[src/rtl/fetch_stage.sv]
// rtl/fetch_stage.sv - instruction fetch stage with IF/ID pipeline register
// Holds the PC, takes memory-stage redirects, and drains/freezes on HALT.
module fetch_stage #(
  parameter logic [15:0] RESET_PC    = 16'h0000,
  parameter logic [4:0]  HALT_OPCODE = 5'b00000,
  parameter logic [15:0] NOP_INSTR   = 16'h0800
) (
  input  logic        i_clk,
  input  logic        i_rst,
  input  logic        i_stall,
  input  logic        i_redirect,
  input  logic [15:0] i_redirect_pc,
  input  logic        i_halt_commit,
  input  logic [15:0] i_imem_rdata,
  output logic [15:0] o_imem_addr,
  output logic [15:0] o_ifid_instr,
  output logic [15:0] o_ifid_pc_plus2,
  output logic        o_ifid_valid,
  output logic        o_halted
);

  typedef enum logic [1:0] {S_RUN, S_HALT_PEND, S_HALTED} state_t;

  state_t      r_state;
  logic [15:0] r_pc;
  logic [15:0] r_ifid_instr;
  logic [15:0] r_ifid_pc_plus2;
  logic        r_ifid_valid;
  logic        r_halted;

  logic [15:0] w_pc_plus2;
  logic [15:0] w_redirect_target;
  logic        w_is_halt;

  assign w_pc_plus2        = r_pc + 16'd2;
  assign w_redirect_target = i_redirect_pc & 16'hFFFE;
  assign w_is_halt         = (i_imem_rdata[15:11] == HALT_OPCODE);

  always_ff @(posedge i_clk) begin
    if (i_rst) begin
      r_state         <= S_RUN;
      r_pc            <= RESET_PC;
      r_ifid_instr    <= NOP_INSTR;
      r_ifid_pc_plus2 <= 16'h0000;
      r_ifid_valid    <= 1'b0;
      r_halted        <= 1'b0;
    end else if (r_state != S_HALTED) begin
      if (i_redirect) begin
        // A redirect while HALT is pending means that HALT was on the wrong path.
        r_state         <= S_RUN;
        r_pc            <= w_redirect_target;
        r_ifid_instr    <= NOP_INSTR;
        r_ifid_pc_plus2 <= 16'h0000;
        r_ifid_valid    <= 1'b0;
      end else if (i_stall) begin
        r_state <= r_state;
      end else if (r_state == S_RUN) begin
        r_ifid_instr    <= i_imem_rdata;
        r_ifid_pc_plus2 <= w_pc_plus2;
        r_ifid_valid    <= 1'b1;
        if (w_is_halt) begin
          r_state <= S_HALT_PEND;
        end else begin
          r_pc <= w_pc_plus2;
        end
      end else begin
        r_ifid_instr    <= NOP_INSTR;
        r_ifid_pc_plus2 <= 16'h0000;
        r_ifid_valid    <= 1'b0;
        if (i_halt_commit) begin
          r_state  <= S_HALTED;
          r_halted <= 1'b1;
        end
      end
    end
  end

  assign o_imem_addr     = r_pc;
  assign o_ifid_instr    = r_ifid_instr;
  assign o_ifid_pc_plus2 = r_ifid_pc_plus2;
  assign o_ifid_valid    = r_ifid_valid;
  assign o_halted        = r_halted;

endmodule

[config.mk]
export PLATFORM = sky130hd
export DESIGN_NAME = fetch_stage
export DESIGN_NICKNAME = d
export VERILOG_FILES = /design/src/rtl/fetch_stage.sv
export SDC_FILE = /design/constraint.sdc
export NUM_CORES = 1
export LEC_CHECK = 0
export CORE_MARGIN = 2
export CORE_UTILIZATION = 45
export DETAILED_ROUTE_END_ITERATION = 6
export PLACE_DENSITY = 0.8
export REMOVE_ABC_BUFFERS = 1
export SLEW_MARGIN = 5
export SYNTH_ARGS = -nofsm -noshare
export SYNTH_HDL_FRONTEND = slang
export SYNTH_SLANG_ARGS = --single-unit
[constraint.sdc]
create_clock -name i_clk -period 2.05 [get_ports i_clk]
set_input_delay 0.615 -clock i_clk [delete_from_list [all_inputs] [get_ports i_clk]]
set_output_delay 0.615 -clock i_clk [all_outputs]
set_load 0.05 [all_outputs]
==> results.md <==
| Item | Reported |
|:---|:---|
| Run status | completed |
| Met2 layer wire length in the routed design | 3280 microns |
| Number of nets with antenna violations after detailed routing | 0 |
| Mapped Cells | 290 |
| PnR worst setup slack | 99.7 ps |
| Final Cycle Share | 0.951 |
| Static leakage power | 1.48 nW |
| Final setup viols | 0 |
| Fraction of synthesis flops using an asynchronous set or reset pin | 0 |
| Maximum fanout along the worst path | 6 |
| Routed length per instance | 14.7 microns |
| Most common cell after layout, fill and taps aside | sky130_fd_sc_hd__buf_4 |
| M1 wire length | 2940 microns |
| Antenna diode count | 0 |
| Global-route wire length before repair | 11700 microns |
| Cell type with the highest aggregate area in the netlist | sky130_fd_sc_hd__dfxtp_1 |
| Width of the die | 78.1 microns |
| Final net count | 432 |
| Global-route usage over all layers | 0.235 |
| Count of state elements after synthesis | 51 |
| Overflow after GRT | 0 |
| Port Buf Inserts | 84 |
| CORE AREA | 5200 sq um |
| Number of global-route vias before repair | 2594 |
| Number of synthesized flops with an enable pin | 0 |
| Power after layout | 2.34 mW |
| H-tree depth | 2 |
| Maximum clock path buffer count | 2 |
| Largest net degree at the start of global routing | 35 |
| Mean number of vias per cell | 5.54 |
| Final RePlAce weighted congestion | 0.842 |
| Inst Count DP | 456 |
| Final worst path period need | 1950 ps |
| Worst Skew | 10.4 ps |
| Highest metal layer with signal wires | met4 |
| Per-instance average area after synthesis | 8.51 sq um |
| Main synth FF type | sky130_fd_sc_hd__dfxtp_1 |
| Number of library cell types mapped by synthesis | 51 |
| Finished Layout Cells | 465 |
| Number of buffers created by CTS | 5 |
| Worst vdd ir | 0.000557 V |
| Area of the die | 6090 sq um |
| DRT Wirelength | 6830 microns |
| Cell area after technology mapping | 2470 sq um |
| Count of filler cells inserted in the layout | 427 |
| Number of vias in the routed layout | 2577 |
| Relative slew margins | 0.604 |
| Max-cap violations | 0 |
| DP Worst Slack | -373 ps |
| Slew at the pin closest to its max-slew limit | 594 ps |
| Number of failing hold endpoints at the final stage | 0 |
| Root buffer selected by CTS | sky130_fd_sc_hd__clkbuf_8 |
| Critical path required time | 2280 ps |
| Startpoint Class | input pin |
| Die Ht | 78.1 microns |
| Area growth from synthesis to layout | 48.1% |
| Cts hold-fix bufs | 0 |
| Number of warnings issued by yosys | 0 |
| Hold slack final | 457 ps |
| Most frequent cells in the layout | 77 x sky130_fd_sc_hd__buf_4, 51 x sky130_fd_sc_hd__dfxtp_1, 32 x sky130_fd_sc_hd__nor2_1, 31 x sky130_fd_sc_hd__clkdlybuf4s50_1, 21 x sky130_fd_sc_hd__a22oi_1 |
| Violation count after the first detailed-route iteration | 272 |
| Hold crit path type | reg2reg |
| Setup repair after global routing missed its margin | no |
| Number of cell rows | 26 |
| Antenna violations before repair | 0 |
| Final max-slew violation count | 0 |
| Ports | 87 |
| Seq/Total Area, Yosys | 0.414 |
| Detail Placement HPWL | 5000 microns |
| Later-pin clock latency in the skew report | 310 ps |
| Routed wl met3 | 490 microns |
| Remaining DRCs | 0 |
| Synth top area share | 0.414 |
| Arrival time at the worst endpoint | 2180 ps |
| Pwr per Cell Area | 641 nW/um^2 |
| Number of sinks handled by clock tree synthesis | 51 |
| Crit end category | register |
| Cell types with the largest area share after synthesis | sky130_fd_sc_hd__dfxtp_1 41%, sky130_fd_sc_hd__a22oi_1 6.4%, sky130_fd_sc_hd__nor2_1 4.9% |
| Clock slew at reported path FFs | 100 ps |
| Max frequency | 0.513 GHz |
| Pre-antenna DRT Iters | 4 |
| Critical path class | in2reg |
| Initial cell density of the core | 0.474 |
| Layout cell share with drive strength beyond 1 | 0.258 |
| Clock tree from TritonCTS | built |
| Setup TNS Final | 0 ps |
[kinds of logic (layout without fill, tap and decap cells)]
kind of cell | after synthesis | after routing | share of synthesized area
compound gates | 87 | 87 | 0.238
xor+xnor | 8 | 8 | 0.0284
fa+ha+maj | 1 | 1 | 0.00507
buf+inv | 28 | 133 | 0.0507
flops | 51 | 51 | 0.414
mux | 1 | 1 | 0.00405
other cells | 1 | 1 | 0.00152
simple gates | 113 | 113 | 0.258
[state kept, by name, summed over array words and instances, names as in the netlist]
signal,count
o_halted,1
o_ifid_instr,16
o_ifid_pc_plus2,16
o_ifid_valid,1
o_imem_addr,15
r_state,2
[layer usage]
layer	track usage	vias to the layer above
met1	0.286	1197
met5	0	-
met4	0.0877	0
met3	0.0575	10
met2	0.403	94
li1	-	1276
[power breakdown]
| group | switching, mW | internal, mW |
|---|---|---|
| clock | 0.360 | 0.370 |
| combinational | 0.309 | 0.234 |
| sequential | 0.0408 | 1.03 |
| total | 0.710 | 1.63 |
[cell type report]
class,count,area (sq um),share of cell area
Timing Repair Buffer,120,1070,0.292
Tap cell,70,87.6,0.0240
Clock inverter,3,47.5,0.0130
Sequential cell,51,1020,0.279
Inverter,5,18.8,0.00513
Clock buffer,5,68.8,0.0188
Multi-Input combinational cell,211,1350,0.368
[metrics by stage]
stage	util	instance area, sq um
2_1_floorplan	-	2360
3_3_place_gp	0.674	3510
3_5_place_dp	0.674	3510
4_1_cts	0.700	3640
5_1_grt	0.702	3660
6_report	0.702	3660
[timing repair]
item / in CTS / in global routing
cloned: 1 / 0
hold endpoints to repair: 0 / 0
endpoints found under the setup margin: 3 / 8
buffers inserted: 0 / 0
gates resized for setup: 3 / 4
pin swaps: 2 / 1
[cells in the mapped netlist (6+ instances only)]
master,number
sky130_fd_sc_hd__dfxtp_1,51
sky130_fd_sc_hd__nor2_1,32
sky130_fd_sc_hd__a22oi_1,21
sky130_fd_sc_hd__nand2_1,15
sky130_fd_sc_hd__o21ai_0,15
sky130_fd_sc_hd__a21oi_1,14
sky130_fd_sc_hd__buf_2,10
sky130_fd_sc_hd__nand2b_1,10
sky130_fd_sc_hd__nor3_1,10
sky130_fd_sc_hd__clkbuf_1,9
sky130_fd_sc_hd__nand3_1,9
sky130_fd_sc_hd__a31oi_1,7
sky130_fd_sc_hd__o31ai_1,7
sky130_fd_sc_hd__xnor2_1,6
[path summary, 6_finish.rpt]
kind | start | slack, ps | endpoint | cells past startpoint
setup reg to reg | o_imem_addr[6]$_SDFFE_PP0P_ | 240 | o_imem_addr[13]$_SDFFE_PP0P_ | 4
setup / recovery | i_redirect | 100 | o_imem_addr[12]$_SDFFE_PP0P_ | 6
hold reg to reg | o_ifid_pc_plus2[6]$_SDFFE_PP0P_ | 460 | o_ifid_pc_plus2[6]$_SDFFE_PP0P_ | 2
hold / removal | o_ifid_pc_plus2[6]$_SDFFE_PP0P_ | 460 | o_ifid_pc_plus2[6]$_SDFFE_PP0P_ | 2
[worst max-delay path: stages]
cell and delay (ps):
sky130_fd_sc_hd__clkdlybuf4s50_1 500, sky130_fd_sc_hd__buf_4 190, sky130_fd_sc_hd__nor4_4 220, sky130_fd_sc_hd__o31ai_1 150
sky130_fd_sc_hd__or3_1 360, sky130_fd_sc_hd__a31oi_1 150
Power figures use the tool's default switching activity.
